### config.mk
export PLATFORM = sky130hd
export DESIGN_NAME = ct_spsram_256x59_ctrl
export DESIGN_NICKNAME = d
export VERILOG_FILES = /design/src/rtl/ct_spsram_ctrl_pkg.sv /design/src/rtl/ct_spsram_rsp_fifo.sv /design/src/rtl/ct_spsram_256x59_ctrl.sv
export SDC_FILE = /design/constraint.sdc
export NUM_CORES = 1
export LEC_CHECK = 0
export BUFFER_PORTS_ARGS = -buffer_cell sky130_fd_sc_hd__buf_2
export CAP_MARGIN = 30
export CORE_AREA = 2 2 126 128
export CTS_CLUSTER_DIAMETER = 100
export CTS_CLUSTER_SIZE = 28
export DETAILED_ROUTE_END_ITERATION = 10
export DIE_AREA = 0 0 128 130
export MAX_ROUTING_LAYER = met4
export PLACE_DENSITY_LB_ADDON = 0.05
export SLEW_MARGIN = 40
export SYNTH_ARGS = -nofsm -noshare
export SYNTH_HDL_FRONTEND = slang
export SYNTH_HIERARCHICAL = 1
export SYNTH_SLANG_ARGS = --single-unit
### constraint.sdc
create_clock -name CLK -period 7.2 [get_ports CLK]
set_input_delay 0.36 -clock CLK [delete_from_list [all_inputs] [get_ports CLK]]
set_output_delay 0.36 -clock CLK [all_outputs]
set_load 0.05 [all_outputs]
### src/rtl/ct_spsram_ctrl_pkg.sv
// Shared constants, FSM state type and write-enable helper for the 256x59 SRAM controller.
package ct_spsram_ctrl_pkg;

    localparam int unsigned ADDR_WIDTH = 8;
    localparam int unsigned DATA_WIDTH = 59;

    localparam int unsigned GRP2_BIT = 58;
    localparam int unsigned GRP1_HI  = 57;
    localparam int unsigned GRP1_LO  = 29;
    localparam int unsigned GRP0_HI  = 28;
    localparam int unsigned GRP0_LO  = 0;

    typedef enum logic [1:0] {
        RESET,
        INIT,
        RUN
    } state_e;

    // Active-low bit write enables from the active-high 3-group mask.
    function automatic logic [DATA_WIDTH-1:0] wen_from_mask(input logic [2:0] mask);
        logic [DATA_WIDTH-1:0] w;
        w[GRP2_BIT]        = ~mask[2];
        w[GRP1_HI:GRP1_LO] = {(GRP1_HI - GRP1_LO + 1){~mask[1]}};
        w[GRP0_HI:GRP0_LO] = {(GRP0_HI - GRP0_LO + 1){~mask[0]}};
        return w;
    endfunction

endpackage

### src/rtl/ct_spsram_rsp_fifo.sv
// Two-entry synchronous response FIFO; a pop frees the slot a same-cycle push uses when full.
module ct_spsram_rsp_fifo
    import ct_spsram_ctrl_pkg::*;
#(
    parameter int unsigned WIDTH = DATA_WIDTH
) (
    input  logic             CLK,
    input  logic             RST,
    input  logic             push,
    input  logic [WIDTH-1:0] push_data,
    input  logic             pop,
    output logic             vld,
    output logic [WIDTH-1:0] data,
    output logic [1:0]       count
);

    logic [WIDTH-1:0] r_mem [2];
    logic             r_wp;
    logic             r_rp;
    logic [1:0]       r_cnt;
    logic             w_pop;
    logic             w_push;

    assign w_pop  = pop && (r_cnt != 2'd0);
    assign w_push = push && ((r_cnt != 2'd2) || w_pop);

    always_ff @(posedge CLK) begin
        if (RST) begin
            r_wp  <= 1'b0;
            r_rp  <= 1'b0;
            r_cnt <= 2'd0;
        end else begin
            if (w_push) begin
                r_mem[r_wp] <= push_data;
                r_wp        <= ~r_wp;
            end
            if (w_pop) begin
                r_rp <= ~r_rp;
            end
            r_cnt <= r_cnt + {1'b0, w_push} - {1'b0, w_pop};
        end
    end

    assign vld   = (r_cnt != 2'd0);
    assign data  = vld ? r_mem[r_rp] : '0;
    assign count = r_cnt;

endmodule

### src/rtl/ct_spsram_256x59_ctrl.sv
// Request-stream to single-port SRAM pin controller with 2-entry read response buffer.
// Define CT_SPSRAM_CTRL_INIT_EN to zero-fill the array after every reset.
module ct_spsram_256x59_ctrl #(
    parameter int unsigned ADDR_WIDTH = 8,
    parameter int unsigned DATA_WIDTH = 59,
    parameter int unsigned RSP_DEPTH  = 2
) (
    input  logic                  CLK,
    input  logic                  RST,
    input  logic                  req_vld,
    output logic                  req_rdy,
    input  logic                  req_wr,
    input  logic [ADDR_WIDTH-1:0] req_addr,
    input  logic [DATA_WIDTH-1:0] req_wdata,
    input  logic [2:0]            req_wmask,
    output logic                  rsp_vld,
    input  logic                  rsp_rdy,
    output logic [DATA_WIDTH-1:0] rsp_rdata,
    output logic                  init_done,
    output logic [ADDR_WIDTH-1:0] A,
    output logic                  CEN,
    output logic                  GWEN,
    output logic [DATA_WIDTH-1:0] WEN,
    output logic [DATA_WIDTH-1:0] D,
    input  logic [DATA_WIDTH-1:0] Q
);
    import ct_spsram_ctrl_pkg::*;

    state_e                r_state;
    logic                  r_pend;
    logic [ADDR_WIDTH-1:0] r_a;
    logic [1:0]            w_count;
    logic [2:0]            w_used;
    logic                  w_credit;
    logic                  w_fire;
    logic                  w_rd_fire;
`ifdef CT_SPSRAM_CTRL_INIT_EN
    logic [ADDR_WIDTH:0]   r_init_cnt;
    logic [ADDR_WIDTH:0]   w_init_nxt;

    assign w_init_nxt = r_init_cnt + {{ADDR_WIDTH{1'b0}}, 1'b1};
`endif

    // In-flight read counts against the buffer so Q always has a slot.
    assign w_used    = {1'b0, w_count} + {2'b00, r_pend};
    assign w_credit  = 32'(w_used) < RSP_DEPTH;
    assign req_rdy   = (r_state == RUN) && (req_wr || w_credit);
    assign w_fire    = req_vld && req_rdy;
    assign w_rd_fire = w_fire && !req_wr;
    assign init_done = (r_state == RUN);

    always_comb begin
        CEN  = 1'b1;
        GWEN = 1'b1;
        WEN  = '1;
        D    = '0;
        A    = r_a;
`ifdef CT_SPSRAM_CTRL_INIT_EN
        if (r_state == INIT) begin
            CEN  = 1'b0;
            GWEN = 1'b0;
            WEN  = '0;
            A    = r_init_cnt[ADDR_WIDTH-1:0];
        end else if (w_fire) begin
`else
        if (w_fire) begin
`endif
            CEN = 1'b0;
            A   = req_addr;
            if (req_wr) begin
                GWEN = 1'b0;
                WEN  = wen_from_mask(req_wmask);
                D    = req_wdata;
            end
        end
    end

    always_ff @(posedge CLK) begin
        if (RST) begin
            r_state <= RESET;
            r_a     <= '0;
            r_pend  <= 1'b0;
`ifdef CT_SPSRAM_CTRL_INIT_EN
            r_init_cnt <= '0;
`endif
        end else begin
            r_a    <= A;
            r_pend <= w_rd_fire;
            case (r_state)
`ifdef CT_SPSRAM_CTRL_INIT_EN
                RESET: r_state <= INIT;
                INIT: begin
                    r_init_cnt <= w_init_nxt;
                    if (w_init_nxt[ADDR_WIDTH]) begin
                        r_state <= RUN;
                    end
                end
`else
                RESET: r_state <= RUN;
`endif
                default: r_state <= RUN;
            endcase
        end
    end

    ct_spsram_rsp_fifo #(
        .WIDTH(DATA_WIDTH)
    ) u_rsp_fifo (
        .CLK      (CLK),
        .RST      (RST),
        .push     (r_pend),
        .push_data(Q),
        .pop      (rsp_rdy),
        .vld      (rsp_vld),
        .data     (rsp_rdata),
        .count    (w_count)
    );

endmodule

After elaboration in Yosys (flattened, before gate mapping):

Memory sizes are Yosys's and may differ from the RTL's. A register that Yosys moved wholly into a read port is not among the register bits.
Index checks and enable logic that the tools add are counted.

* register bits: 15
* RAM bits: 118
* output and inout bits: 190
* memories: 1
* word-level logic and storage cells: 42

Memories
* u_rsp_fifo.r_mem: words 2, bits a word 59, read ports 1, clocked after Yosys merged registers in 1, wr ports 1, RTL line ct_spsram_rsp_fifo.sv:17 `logic [WIDTH-1:0] r_mem [2];`

* equal/unequal tests: 2
* order comparisons: 1
* mux-type cells: 15
* add/sub/neg operators: 3
* reductions and logical operators: 9
* bitwise gates (word level): 5

Operator list (count)
* $mux 59: 5
* $mux 1: 8
* $mux 8: 1
* $logic_and 1x1->1: 5
* $not 1->1: 5
* $add 2x1->3: 1
* $lt 3x2->1 const B: 1
* $add 2x1->2: 1
* $eq 2x2->1 const B: 1
* $logic_or 1x1->1: 2
* $mux 2: 1
* $ne 2x2->1 const B: 1
* $reduce_bool 2->1: 1
* $sub 2x1->2: 1
* $logic_not 1->1: 1

Logic depth before layout (Yosys ltp):

* depth in word-level cells: 7
* mapped depth: 8
* mapped depth without buffers: 8

Modules after synthesis:

The synthesis kept the hierarchy.

By module, submodules not included
* ct_spsram_rsp_fifo: sequential area each 3643.5 µm², times used 1, cells each 275, area each 4662.0 µm²
* ct_spsram_256x59_ctrl: sequential area each 200.2 µm², times used 1, cells each 178, area each 1338.8 µm²

Least setup slack after synthesis:

No wires, ideal clock.

* kind: reg2reg
* start: register u_rsp_fifo.r_cnt[1] (netlist: u_rsp_fifo/count[1])
* end: memory u_rsp_fifo/r_mem[0][0] (netlist bit) (enable)
* data arrival time: 4.590 ns
* setup time: 0.548 ns
* clock period less this slack: 5.138 ns
* setup slack: 2.062 ns
* stages on the path, launching flop included: 4
* cells stage by stage: dfxtp_1 > or3b_1 > nand2_2 > nor3_1

* word-level cells in the longest chain between the ends: 7
* elaborated cells between the ends (all ways): 8

Ends and longest elaborated chain
* from (decl): RTL line ct_spsram_rsp_fifo.sv:20 `logic [1:0] r_cnt;`
* from (signal assigned): RTL line ct_spsram_rsp_fifo.sv:40 `r_cnt <= r_cnt + {1'b0, w_push} - {1'b0, w_pop};`
* $reduce_bool 2->1: RTL line ct_spsram_rsp_fifo.sv:24 `assign w_pop = pop && (r_cnt != 2'd0);`
* $logic_and 1x1->1: RTL line ct_spsram_rsp_fifo.sv:24
* $logic_or 1x1->1 (*): RTL line ct_spsram_rsp_fifo.sv:25 `assign w_push = push && ((r_cnt != 2'd2) || w_pop);`
* $logic_and 1x1->1 (*): RTL line ct_spsram_rsp_fifo.sv:25
* $mux 1 (*): RTL line ct_spsram_rsp_fifo.sv:33 `if (w_push) begin`
* $mux 1 (*): RTL line ct_spsram_rsp_fifo.sv:28 `if (RST) begin`
* $mux 1 (not written as such) (*): RTL line ct_spsram_rsp_fifo.sv:34 `r_mem[r_wp] <= push_data;`
* to (decl): RTL line ct_spsram_rsp_fifo.sv:17

Every way passes the cells marked *; elsewhere a longest branch is shown, timed or not.

Worst setup path after layout:

* start: register r_state[1]
* end: output port WEN[16]

* word-level cells in the longest chain between the ends: 4

Ends and longest elaborated chain
* from (decl): RTL line ct_spsram_256x59_ctrl.sv:29 `state_e r_state;`
* from (signal assigned): RTL line ct_spsram_256x59_ctrl.sv:80 `r_state <= RESET;`
* from (signal assigned): RTL line ct_spsram_256x59_ctrl.sv:99 `RESET: r_state <= RUN;`
* from (signal assigned): RTL line ct_spsram_256x59_ctrl.sv:101 `default: r_state <= RUN;`
* $eq 2x2->1: RTL line ct_spsram_256x59_ctrl.sv:47 `assign req_rdy = (r_state == RUN) && (req_wr || w_credit);`
* $logic_and 1x1->1: RTL line ct_spsram_256x59_ctrl.sv:47
* $logic_and 1x1->1: RTL line ct_spsram_256x59_ctrl.sv:48 `assign w_fire = req_vld && req_rdy;`
* $mux 59: RTL line ct_spsram_256x59_ctrl.sv:66 `if (w_fire) begin`
* to (decl): RTL line ct_spsram_256x59_ctrl.sv:23 `output logic [DATA_WIDTH-1:0] WEN,`

No other way between the ends.

==> impl_summary.txt <==
----------------------------------------------------
[Clocking]
  Insertion delay to the later sink of the worst-skew pair ... approximately 0.41 ns
  Clock tree from TritonCTS ... yes
  Number of setup buffers added after CTS ... 0
  Deepest level of the CTS H-tree ... 4
  Root cell of the clock tree ... clkbuf_16
  Num Clock Sinks ... between 100 and 150
  Worst-path clk slew ... ~0.06 ns
  CTS hold repair buffers ... 0
  Number of gates given a new drive strength after cts ... 0
  Maximum count of clock buffers along a single path ... 2
  Clock buffers created by TritonCTS ... 17

[Status]
  Status ... finished clean

[Setup path]
  Data arrival time at the worst-slack endpoint ... between 2 and 2.5 ns
  Worst setup EP type ... output port
  Max stage delay on crit path ... 0.53 ns
  Class of the most critical setup path ... register to output port
  CP cell instances ... and3_1 > buf_4 > nand2_1 > buf_2
  Kind of cell adding the most delay to the critical path ... buffers and inverters
  Req. time, crit path ... 6.84 ns
  Crit-path max FO ... 63
  WP buf/inv ... 2
  Critical path launch point type ... register
  Slowest-stage cell, CP ... nand2_1

[Place]
  Routability congestion estimate from global placement ... roughly 0.77
  IO Port Bufs ... 323
  Detailed placer's ending HPWL ... around 11000 µm
  Total placed cells including tap cells ... 894
  Area post-placement ... between 0.007 and 0.008 mm²
  Worst slack at placement ... 4.90 ns

[Global route]
  Wire length of the first global-routing pass ... 21700 µm
  Pin count of the biggest net entering global routing ... 64
  Vias in the first global route ... 3922
  Grt total ovfl ... 0
  Initial antenna violation count ... 6
  GRT Overall Usage ... 18.1%

[Cells and area]
  Final-stage net count ... roughly 860
  Synth-to-layout area growth ... 33.5%
  Post-route core utilization ... 51.9%
  Commonest cells after routing, fill and taps aside ... 323 x buf_2, 118 x edfxtp_1, 67 x mux2i_1
  Ratio of cells with drive above 1 in the final layout ... 50.3%
  Leading cell type in the layout, fill and taps excluded ... buf_2
  Final instance area ... between 0.008 and 0.009 mm²
  Post-route non-filler standard cell count ... 932

[Synth]
  Avg Cell Area, Syn ... approximately 13 µm²
  Sequential element share of the synthesized area ... 64.1%
  Synthesized instance count ... 453
  Post-synthesis net count ... between 500 and 600
  Count of flip-flops with a built-in enable after synthesis ... 118
  Flop and latch count out of synthesis ... 133
  Post-synth top flop ... edfxtp_1
  Number of distinct standard cells referenced by the synthesized netlist ... 29
  Warnings from Yosys ... 6
  Share of synthesized flip-flops with an asynchronous set or reset ... 0%
  Cell Area, Synth ... 0.00600 mm²

[Power and ir drop]
  Static leakage ... 3.49 nW
  Proportion of power drawn by combinational gates ... 36.1%
  Power, Total ... 2.81 mW
  Sequential cell fraction of total power ... 32.4%
  Power density normalized to cell area ... 351 mW/mm²
  Net switching component of the power ... 1.12 mW
  Proportion of total power due to net switching ... 39.6%
  Worst IR drop on VDD ... around 0.19 mV
  P_int ... 1.70 mW
  Power share of the clock group ... 31.5%

[Timing]
  PnR worst setup slack ... 4.60 ns
  Rel. slew slack ... between 50% and 60%
  Layout Skew ... roughly 0.012 ns
  Maximum achievable frequency ... 0.384 GHz
  RSZ-0062 raised after global routing ... false
  Setup violations, final ... 0
  Final worst hold slack ... 0.136 ns
  Final-report hold violation count ... 0
  Shortest period the worst path allows ... 2.60 ns
  Least-Margin Pin Slew ... between 0.7 and 0.8 ns
  Setup TNS Final ... 0 ns
  Share of the clock period used by the worst path after layout ... 36.2%
  Max-slew violation total from the final report ... 0

[Detailed routing]
  Final antenna-violating net count ... 0
  Router iterations before antenna repair ... 4
  Routed via count divided by cell count ... 4.48
  Total via count after detailed routing ... 4172
  Number of design-rule violations left by the first detailed-router iteration ... 246
  DRC ... 0
  Per-cell routed wire length ... 16.6 µm
  Final wirelength ... 15500 µm

[Floorplanning]
  Floorplan core area ... 0.0154 mm²
  X dimension of the die ... about 130 µm
  Die footprint ... 0.0166 mm²
  Io pins ... ~320
  Height of the chip ... about 130 µm
  Initial Util ... ~40%
  Std cell rows ... 46

[Run]
  Count of max-cap constraint violations ... 0

[Hold path]
  Class of the most critical hold timing path ... input pin to register

----------------------------------------------------
layer usage:
layer	routed length, µm	part of all wire (%)	up-vias	global-route usage, %
li1	-	-	2047	-
met1	6440	42	1948	20.8
met2	7690	50	171	29.6
met3	1320	8.5	6	7.87
met4	61	0.39	0	4.20
met5	0	0	-	-
worst paths after layout:
check | slack, ns | end | cells past startpoint | from
worst max register to register | 5.33 | u_rsp_fifo/count[1] | 8 | u_rsp_fifo/count[1]
worst min-delay path | 0.14 | u_rsp_fifo/r_mem[1][18] | 1 | Q[18]
worst max-delay path | 4.60 | WEN[16] | 4 | r_state[1]
worst min register to register | 0.46 | r_a[4] | 2 | r_a[4]
synth_stat cells, types with 5 or more instances:
cell type	count	area (µm²)
clkbuf_1	12	45.0
nor2_1	64	240
nand2_1	19	71.3
dfxtp_1	15	300
inv_1	5	18.8
and2_1	59	369
mux2_2	7	78.8
buf_2	7	35.0
mux2i_1	67	671
edfxtp_1	118	3540
buf_4	57	428
power by group through the flow:
stage / clock [mW] / sequential (mW) / combinational (mW)
floorplan: 0 / 0.886 / 0.827
global placement: 0 / 0.964 / 0.981
detailed placement: 0 / 0.928 / 1.03
CTS: 0.910 / 0.913 / 1.03
global route: 0.945 / 0.918 / 1.07
finish: 0.887 / 0.912 / 1.02
cells by family after synthesis:
family          share of synthesized area, %
mux                                     12.9
buf+inv                                 9.47
compound gates                         0.459
simple gates                            12.2
fa+ha+maj                              0.417
flops                                   64.1
xor+xnor                               0.438
layout make-up:
| type | count | area, µm² |
|---|---|---|
| Antenna cell | 6 | 15.0 |
| Clock buffer | 18 | 429 |
| Clock inverter | 14 | 181 |
| Fill cell | 1386 | 7410 |
| Inverter | 6 | 22.5 |
| Multi-Input combinational cell | 235 | 1600 |
| Sequential cell | 133 | 3850 |
| Tap cell | 192 | 240 |
| Timing Repair Buffer | 328 | 1670 |
state kept, by name, summed over array words and instances, names as in the netlist, named ones only:
name and flops:
r_pend 1, u_rsp_fifo/count 2, u_rsp_fifo/r_wp 1, u_rsp_fifo/r_rp 1, u_rsp_fifo/r_mem 118, r_state 1
r_a 8
worst reg2reg max path, delay by kind of cell, from the launching register on:
kind / cells / cell delay (ns)
adders and majority gates: 2 / 0.38
buffers and inverters: 1 / 0.06
xor gates and xnor gates: 2 / 0.31
DFF: 1 / 0.43
and+or+nand+nor: 3 / 0.57
(Power assumes the default switching activity.)
